$ cat src/rtl/mem_arb_pkg.sv
// Shared types and constants for the unified-memory port arbiter.
// Latency: n/a (declarations only).
// Backpressure: n/a.
// Contents: FSM state enum, requester enum, wait-counter width helper, all-ones byte enable.
package mem_arb_pkg;

    typedef enum logic [1:0] {
        IDLE     = 2'd0,
        SERVE_IF = 2'd1,
        SERVE_DM = 2'd2
    } arb_state_e;

    typedef enum logic {
        REQ_IF = 1'b0,
        REQ_DM = 1'b1
    } requester_e;

    localparam int unsigned DEF_TIMEOUT = 15;
    localparam int unsigned DEF_DATA_W  = 32;

    // Counter width able to hold 0..timeout inclusive.
    function automatic int unsigned wait_w(input int unsigned timeout);
        return $clog2(timeout + 1);
    endfunction

    localparam int unsigned WAIT_W = wait_w(DEF_TIMEOUT);

    localparam logic [DEF_DATA_W/8-1:0] BE_ALL_ONES = '1;

endpackage

$ cat src/rtl/arb_wait_timer.sv
// Wait-cycle counter: clears to 0, counts while enabled, flags when LIMIT is reached.
// Latency: expired_o is registered-count based, valid the cycle the count equals LIMIT.
// Backpressure: none; the counter holds at LIMIT instead of wrapping.
// Ports: clk_i/rst_i (sync active-high), clr_i (force 0), en_i (count), expired_o (count == LIMIT).
module arb_wait_timer
    import mem_arb_pkg::*;
#(
    parameter int unsigned W     = WAIT_W,
    parameter int unsigned LIMIT = DEF_TIMEOUT
) (
    input  logic clk_i,
    input  logic rst_i,
    input  logic clr_i,
    input  logic en_i,
    output logic expired_o
);

    logic [W-1:0] cnt_q, cnt_d;

    assign expired_o = (cnt_q == W'(LIMIT));

    always_comb begin
        cnt_d = cnt_q;
        if (clr_i) begin
            cnt_d = '0;
        end else if (en_i && !expired_o) begin
            cnt_d = cnt_q + 1'b1;
        end
    end

    always_ff @(posedge clk_i) begin
        if (rst_i) begin
            cnt_q <= '0;
        end else begin
            cnt_q <= cnt_d;
        end
    end

endmodule

$ cat src/rtl/mem_port_arbiter.sv
// Shares one single-port memory between instruction fetch (IF) and load/store (DM), one access at a time.
// Latency: grant edge -> valid pulse 2 cycles minimum; a new grant may be issued in the valid cycle.
// Backpressure: requesters hold req until gnt; memory stalls via mem_ready_in, aborted after TIMEOUT.
// Ports: if_* fetch side, dm_* load/store side, mem_* memory macro side, err_out qualifies valid pulses,
//        busy_out = not IDLE. Optional macro ARB_STARVE_GUARD_EN: after STARVE_LIMIT consecutive DM grants
//        with IF pending, the next contention goes to IF. Without it DM always wins contention.
module mem_port_arbiter
    import mem_arb_pkg::*;
#(
    parameter int unsigned ADDR_W       = 32,
    parameter int unsigned DATA_W       = 32,
    parameter int unsigned TIMEOUT      = 15,
    parameter int unsigned STARVE_LIMIT = 4
) (
    input  logic                clk_in,
    input  logic                rst_in,
    input  logic                if_req_in,
    input  logic [ADDR_W-1:0]   if_addr_in,
    output logic                if_gnt_out,
    output logic [DATA_W-1:0]   if_rdata_out,
    output logic                if_valid_out,
    input  logic                dm_req_in,
    input  logic                dm_we_in,
    input  logic [ADDR_W-1:0]   dm_addr_in,
    input  logic [DATA_W-1:0]   dm_wdata_in,
    input  logic [DATA_W/8-1:0] dm_wr_mask_in,
    output logic                dm_gnt_out,
    output logic [DATA_W-1:0]   dm_rdata_out,
    output logic                dm_valid_out,
    output logic                err_out,
    output logic                mem_req_out,
    output logic                mem_we_out,
    output logic [ADDR_W-1:0]   mem_addr_out,
    output logic [DATA_W-1:0]   mem_wdata_out,
    output logic [DATA_W/8-1:0] mem_be_out,
    input  logic                mem_ready_in,
    input  logic [DATA_W-1:0]   mem_rdata_in,
    output logic                busy_out
);

    localparam int unsigned BE_W  = DATA_W / 8;
    localparam int unsigned CNT_W = wait_w(TIMEOUT);

    arb_state_e        state_q, state_d;
    requester_e        pick;
    logic              mem_req_q, mem_req_d;
    logic              mem_we_q, mem_we_d;
    logic [ADDR_W-1:0] mem_addr_q, mem_addr_d;
    logic [DATA_W-1:0] mem_wdata_q, mem_wdata_d;
    logic [BE_W-1:0]   mem_be_q, mem_be_d;
    logic [DATA_W-1:0] if_rdata_q, if_rdata_d;
    logic [DATA_W-1:0] dm_rdata_q, dm_rdata_d;
    logic              if_valid_q, if_valid_d;
    logic              dm_valid_q, dm_valid_d;
    logic              err_q, err_d;
    logic              starve_hit;
    logic              tmr_clr, tmr_en, tmr_expired;

`ifdef ARB_STARVE_GUARD_EN
    localparam int unsigned STARVE_W = $clog2(STARVE_LIMIT + 1);
    logic [STARVE_W-1:0] starve_q, starve_d;

    // IF wins contention only once DM has taken STARVE_LIMIT grants in a row over a waiting fetch.
    // The counter cannot overrun: at the limit a pending IF always wins, so DM grants stop counting.
    assign starve_hit = (starve_q >= STARVE_W'(STARVE_LIMIT));

    always_comb begin
        starve_d = starve_q;
        if (if_gnt_out) begin
            starve_d = '0;
        end else if (dm_gnt_out && if_req_in) begin
            starve_d = starve_q + 1'b1;
        end
    end

    always_ff @(posedge clk_in) begin
        if (rst_in) begin
            starve_q <= '0;
        end else begin
            starve_q <= starve_d;
        end
    end
`else
    assign starve_hit = 1'b0;
`endif

    // Grants are combinational in IDLE only; DM has priority (older instruction's memory op first).
    always_comb begin
        if_gnt_out = 1'b0;
        dm_gnt_out = 1'b0;
        pick       = REQ_DM;
        if (state_q == IDLE && !rst_in) begin
            if (dm_req_in && !(if_req_in && starve_hit)) begin
                dm_gnt_out = 1'b1;
                pick       = REQ_DM;
            end else if (if_req_in) begin
                if_gnt_out = 1'b1;
                pick       = REQ_IF;
            end
        end
    end

    always_comb begin
        state_d     = state_q;
        mem_req_d   = mem_req_q;
        mem_we_d    = mem_we_q;
        mem_addr_d  = mem_addr_q;
        mem_wdata_d = mem_wdata_q;
        mem_be_d    = mem_be_q;
        if_rdata_d  = if_rdata_q;
        dm_rdata_d  = dm_rdata_q;
        if_valid_d  = 1'b0;
        dm_valid_d  = 1'b0;
        err_d       = 1'b0;
        tmr_clr     = 1'b0;
        tmr_en      = 1'b0;
        case (state_q)
            IDLE: begin
                tmr_clr = 1'b1;
                if (if_gnt_out || dm_gnt_out) begin
                    mem_req_d = 1'b1;
                    if (pick == REQ_DM) begin
                        state_d     = SERVE_DM;
                        mem_we_d    = dm_we_in;
                        mem_addr_d  = dm_addr_in;
                        mem_wdata_d = dm_wdata_in;
                        mem_be_d    = dm_we_in ? dm_wr_mask_in : '1;
                    end else begin
                        state_d     = SERVE_IF;
                        mem_we_d    = 1'b0;
                        mem_addr_d  = if_addr_in;
                        mem_wdata_d = '0;
                        mem_be_d    = '1;
                    end
                end
            end
            SERVE_IF, SERVE_DM: begin
                // Ready is checked before expiry so a completion in the final wait cycle still counts.
                if (mem_ready_in) begin
                    mem_req_d = 1'b0;
                    state_d   = IDLE;
                    if (state_q == SERVE_IF) begin
                        if_valid_d = 1'b1;
                        if_rdata_d = mem_rdata_in;
                    end else begin
                        dm_valid_d = 1'b1;
                        if (!mem_we_q) begin
                            dm_rdata_d = mem_rdata_in;
                        end
                    end
                end else if (tmr_expired) begin
                    mem_req_d = 1'b0;
                    state_d   = IDLE;
                    err_d     = 1'b1;
                    if (state_q == SERVE_IF) begin
                        if_valid_d = 1'b1;
                        if_rdata_d = '0;
                    end else begin
                        dm_valid_d = 1'b1;
                        dm_rdata_d = '0;
                    end
                end else begin
                    tmr_en = 1'b1;
                end
            end
            default: state_d = IDLE;
        endcase
    end

    always_ff @(posedge clk_in) begin
        if (rst_in) begin
            state_q     <= IDLE;
            mem_req_q   <= 1'b0;
            mem_we_q    <= 1'b0;
            mem_addr_q  <= '0;
            mem_wdata_q <= '0;
            mem_be_q    <= '0;
            if_rdata_q  <= '0;
            dm_rdata_q  <= '0;
            if_valid_q  <= 1'b0;
            dm_valid_q  <= 1'b0;
            err_q       <= 1'b0;
        end else begin
            state_q     <= state_d;
            mem_req_q   <= mem_req_d;
            mem_we_q    <= mem_we_d;
            mem_addr_q  <= mem_addr_d;
            mem_wdata_q <= mem_wdata_d;
            mem_be_q    <= mem_be_d;
            if_rdata_q  <= if_rdata_d;
            dm_rdata_q  <= dm_rdata_d;
            if_valid_q  <= if_valid_d;
            dm_valid_q  <= dm_valid_d;
            err_q       <= err_d;
        end
    end

    // Wait count is 0 in the first SERVE cycle; abort happens in the cycle it equals TIMEOUT.
    arb_wait_timer #(
        .W     (CNT_W),
        .LIMIT (TIMEOUT)
    ) u_wait_timer (
        .clk_i     (clk_in),
        .rst_i     (rst_in),
        .clr_i     (tmr_clr),
        .en_i      (tmr_en),
        .expired_o (tmr_expired)
    );

    assign mem_req_out   = mem_req_q;
    assign mem_we_out    = mem_we_q;
    assign mem_addr_out  = mem_addr_q;
    assign mem_wdata_out = mem_wdata_q;
    assign mem_be_out    = mem_be_q;
    assign if_rdata_out  = if_rdata_q;
    assign dm_rdata_out  = dm_rdata_q;
    assign if_valid_out  = if_valid_q;
    assign dm_valid_out  = dm_valid_q;
    assign err_out       = err_q;
    assign busy_out      = (state_q != IDLE);

endmodule

$ cat config.mk
export PLATFORM = sky130hd
export DESIGN_NAME = mem_port_arbiter
export DESIGN_NICKNAME = d
export VERILOG_FILES = /design/src/rtl/mem_arb_pkg.sv /design/src/rtl/arb_wait_timer.sv /design/src/rtl/mem_port_arbiter.sv
export SDC_FILE = /design/constraint.sdc
export NUM_CORES = 1
export LEC_CHECK = 0
export ABC_AREA = 1
export CAP_MARGIN = 30
export CORE_ASPECT_RATIO = 2
export CORE_MARGIN = 2
export CORE_UTILIZATION = 40
export CTS_CLUSTER_DIAMETER = 80
export DETAILED_ROUTE_END_ITERATION = 12
export HOLD_SLACK_MARGIN = 0.03
export PLACE_DENSITY = 0.84
export REMOVE_ABC_BUFFERS = 1
export SYNTH_ARGS = -nofsm -noshare
export SYNTH_HDL_FRONTEND = slang
export SYNTH_HIERARCHICAL = 1
export SYNTH_SLANG_ARGS = --single-unit
$ cat constraint.sdc
create_clock -name clk_in -period 1.9 [get_ports clk_in]
set_input_delay 0.38 -clock clk_in [delete_from_list [all_inputs] [get_ports clk_in]]
set_output_delay 0.38 -clock clk_in [all_outputs]
set_load 0.02 [all_outputs]
After elaboration in Yosys (flattened, before gate mapping)
Index checks and enable logic that the tools add are counted.

Add/sub/neg operators: 1. Multipliers: 0. Mux-type cells: 42. Order comparisons: 0. Bitwise logic cells: 2. Shift-type cells: 0. Eq/ne operators: 6. Reduce and logical (&&, ||, !) cells: 18. Div/mod/pow operators: 0.

Operator list (count): $mux W32 (11); $mux W1 (23); $mux W2 (4); $mux W4 (2); $reduce_and A3 Y1 (2); $reduce_bool A2 Y1 (3); $reduce_or A2 Y1 (3); $add A4 B1 Y4 const B (1); $eq A4 B4 Y1 const B (1); $pmux W2 S2 (1); $reduce_and A2 Y1 (2); $reduce_and A4 Y1 (1); $ne A3 B2 Y1 const B (1); $reduce_or A3 Y1 (1); $eq A2 B1 Y1 const B (1); $eq A2 B2 Y1 const B (1); $logic_and A1 B1 Y1 (2); $logic_not A1 Y1 (2); $logic_not A2 Y1 (1); $ne A2 B1 Y1 const B (1); $ne A2 B2 Y1 const B (1); $not A1 Y1 (2); $pmux W1 S2 (1); $logic_or A1 B1 Y1 (1).

Memories kept: 0. Memory bits (read-only): 0. Latch bits: 0. Bits of input ports: 138. Register bits after elaboration: 143. Logic and storage cells: 81. RAM bits: 0.

Logic depth before layout (Yosys ltp)
Depth after elaboration: 6. Mapped depth: 11. Gate-level depth less buffers: 10.

Modules after synthesis
The synthesis kept the hierarchy.

Modules (own cells, without submodules): mem_port_arbiter (cells an instance 778, area each 5632.9 um^2, instances 1); arb_wait_timer (cells an instance 29, area each 200.2 um^2, instances 1).

Worst setup path after synthesis
Ideal clock, no wire load.

Path type: register to output. From: register state_q[0]. To: output port if_gnt_out. Arrival time: 1235 ps. Path buffers: 1. Stages on the path, launching flop included: 8. Setup slack: 285 ps. Cell sequence: dfxtp_1 -> inv_1 -> ha_1 -> inv_2 -> nor2_4 -> nand3_4 -> inv_2 -> buf_4.

Word-level cells in the longest chain between the ends: 3.

RTL lines: from (decl) (RTL line mem_port_arbiter.sv:44) `arb_state_e state_q, state_d;`; from (signal assigned) (RTL line mem_port_arbiter.sv:184) `state_q <= state_d;`; $logic_not A2 Y1 (RTL line mem_port_arbiter.sv:92) `if (state_q == IDLE && !rst_in) begin`; $logic_and A1 B1 Y1 (RTL line mem_port_arbiter.sv:92); $mux W1 (RTL line mem_port_arbiter.sv:92); to (decl) (RTL line mem_port_arbiter.sv:19) `output logic if_gnt_out,`.

Every way passes these cells.

Worst setup path in the final report
From: register state_q[1]. To: output port dm_gnt_out.

Word-level cells in the longest chain between the ends: 3.

RTL lines: $logic_not A2 Y1 (RTL line mem_port_arbiter.sv:92); $logic_and A1 B1 Y1 (RTL line mem_port_arbiter.sv:92); $mux W1 (RTL line mem_port_arbiter.sv:92); to (decl) (RTL line mem_port_arbiter.sv:27) `output logic dm_gnt_out,`.

Every way passes these cells.

==> results.yml <==
outcome:
  outcome: "finished clean"
synth:
  netlist.top_cell.by_area: "dfxtp_1"
  netlist.area_leader.share_pct: 49.1
  synth_seq_cells: 143
  ys_types: 26
  synthesis.area_sq_um: 5830
  postSynthAreaPerCell_sq_um: 7.23
  yosysSeqAreaShare_pct: 49.1
  yosysWarnings: 6
  ys_top_cells_by_area: "dfxtp_1 49%, nand2_1 15%, a21oi_1 7.8%"
  syn-instance-count: 807
floorplanning:
  fp.dieW_um: 89.4
  initial_core_util_pct: 40.9
  core_sq_um: 14300
  fp-row-count: 62
  fp.dieArea_sq_um: 15600
  die_y_um: 175
  io_pins: 278
clock_tree:
  htreeDepth: 4
  cts_buffers: 17
  cts_tree: "built"
  clockBufferDepth: 2
  postCtsHoldBufs: 0
  clk_pin_slew_ps: 60
  clk_latency_ps: 420
  cts_sinks: 143
  root_buffer: "clkbuf_16"
placement:
  dp_hpwl_um: 13800
  port_buffers: 277
  dp_cells: 1251
  gp_congestion: 0.849
critical_path:
  criticalPathCategory: "reg2out"
  start_kind: "register"
  crit_top_cell: "buf_6"
  r2r-end: "dm_rdata_out[9]"
  crit_family: "buffers and inverters"
  crit_fanout: 5
  reg2regPathDepth: 9
  end_kind: "output port"
  crit_arrival_ps: 1460
  regToRegStartpoint: "u_wait_timer/cnt_q[0]"
  r2r_slack_ps: 200
  critPathMaxStageDelay_ps: 350
  worstPathCellList: "inv_2, ha_4, buf_6, nand2_1, nor2_2, buf_6, buf_6"
  cp_slowest_cell: "dfxtp_1"
  critPathBufInv: 4
  required_ps: 1520
sta:
  finalCritPeriodShare_pct: 97.0
  relSlewSlack_pct: 67.3
  fin_tns_setup_ps: 0
  drv_slew: 0
  rsz0062_at_grt: "false"
  tightestPinTransition_ps: 491
  hold_viol: 0
  whs_ps: 311
  worst_clock_skew_ps: 7.26
  period_needed_ps: 1840
  clock.fmax_ghz: 0.543
  setup_viol: 0
power:
  ir_drop_mv: 0.623
  cellPowerDensity_nw_per_um2: 864
  leakage_nw: 3.95
drt:
  num_vias: 6215
  antenna_left: 0
  vias_per_cell: 4.84
  drt_wl_total_um: 19000
  drc_errors: 0
  drt_iter0_drc: 316
  wl_per_cell_um: 14.8
  drt_pass1_iterations: 4
global_routing:
  grt_pass1_vias: 6038
  grt_max_degree: 94
  gr-usage-all-layers_pct: 24.2
  grt_pass1_wl_um: 29100
  grt_overflow: 0
  antenna_found_initial: 1
layout:
  final_common_cell: "clkdlybuf4s50_1"
  final_cell_mix: "271 x clkdlybuf4s50_1, 237 x nand2_1, 143 x dfxtp_1, 108 x nor2_1, 91 x a21oi_1"
  final_nets: 1220
  drive_gt1_share_pct: 8.52
  syn2layout_area_growth_pct: 62.8
  num-fill-cells: 1190
  final_cells: 1285
flow_run:
  cap_viol_max_count: 0
min_path:
  whs_endpoint: "err_out"
  holdCritPathClass: "in2reg"
  whs_path_depth: 2
  hold_start: "mem_ready_in"
-- timing repair --
| action | 4_1_cts | 5_1_grt |
|---|---|---|
| endpoints found under the setup margin | 4 | 7 |
| pin swaps | 1 | 1 |
| gates resized for setup | 14 | 2 |
| setup buffers | 1 | 0 |
-- report_power, final --
group	internal [mW]	switching, mW	leakage, nW
logic	0.752	0.786	2.49
clock network	2.08	1.35	0.295
registers	3.16	0.0798	1.17
-- metal layers --
metal / GRT usage [%] / vias to the layer above / routed length [um]
li1: - / 3109 / -
met1: 23.7 / 2826 / 6530
met2: 43.0 / 220 / 10200
met3: 7.46 / 60 / 1210
met4: 13.7 / 0 / 993
met5: 0 / - / 0
-- state kept, by name (all words and copies together), names as in the netlist --
name and cells:
mem_req_out 1, state_q 2, mem_be_out 4, if_valid_out 1, if_rdata_out 32, mem_wdata_out 32
mem_we_out 1, u_wait_timer/cnt_q 4, mem_addr_out 32, err_out 1, dm_valid_out 1, dm_rdata_out 32
-- cell usage after synthesis --
| cell type | n |
|---|---|
| ha_1 | 3 |
| buf_1 | 4 |
| nor2_4 | 1 |
| buf_6 | 2 |
| nor2_2 | 1 |
| nand2_1 | 237 |
| nand3_2 | 11 |
| nand4_1 | 19 |
| buf_2 | 16 |
| nor2_1 | 109 |
| inv_2 | 4 |
| buf_4 | 7 |
| clkinv_2 | 1 |
| nor3_1 | 2 |
| nand3_1 | 25 |
| nand3_4 | 1 |
| nand2_2 | 2 |
| o21ai_0 | 47 |
| clkbuf_1 | 22 |
| o21ai_1 | 1 |
| dfxtp_1 | 143 |
| a21oi_1 | 91 |
| a21oi_4 | 1 |
| inv_1 | 55 |
| o21ai_4 | 1 |
| buf_8 | 1 |
-- through the flow --
stage | power, mW | util [%] | area, sq um | setup WS, ps
2_1_floorplan | 3.94 | - | 5570 | -1240
3_3_place_gp | 4.79 | 62.0 | 8850 | -165
3_5_place_dp | 4.83 | 62.0 | 8850 | -185
4_1_cts | 8.29 | 66.5 | 9490 | 26.3
5_1_grt | 8.54 | 66.5 | 9500 | 3.85
6_report | 8.21 | 66.5 | 9500 | 56.8
-- logic make-up (layout without fill, tap and decap cells) --
logic type	Yosys count	in the layout	synth area share, %
other	0	1	0
AO/OA/AOI/OAI	141	141	12.5
flip-flops	143	143	49.1
AND/OR/NAND/NOR	408	408	29.3
buffers and inverters	112	397	8.47
adder cells (fa/ha/maj)	3	3	0.644
-- worst max-delay path by stage --
stage / from / endpoint / slack (ps) / depth (start not counted)
after detailed placement: dm_req_in / if_gnt_out / -190 / 5
final: state_q[1] / dm_gnt_out / 60 / 7
after global routing: state_q[1] / dm_gnt_out / 4 / 7
after global placement: dm_req_in / if_gnt_out / -160 / 5
after CTS: state_q[1] / dm_gnt_out / 30 / 7
after floorplan: u_wait_timer/cnt_q[0] / if_rdata_out[4] / -1240 / 8
-- worst register-to-register path, stage by stage, from the launching register on --
cell     delay (ps)
dfxtp_1         340
ha_1            240
nand3_2          90
inv_1            70
o21ai_2         220
inv_2            70
nand2_2         150
inv_2           170
o21ai_0         180
nor2_1           60
-- area by class of cell --
class | count | area [sq um] | area share, %
tap | 192 | 240 | 2.53
sequential | 143 | 2860 | 30.1
antenna | 1 | 2.50 | 0.0264
clock inverter | 15 | 185 | 1.95
multi-input combinational | 552 | 2500 | 26.3
clock buffer | 17 | 425 | 4.48
timing repair buffer | 305 | 3050 | 32.2
inverter | 60 | 226 | 2.38
(Power assumes the default switching activity.)
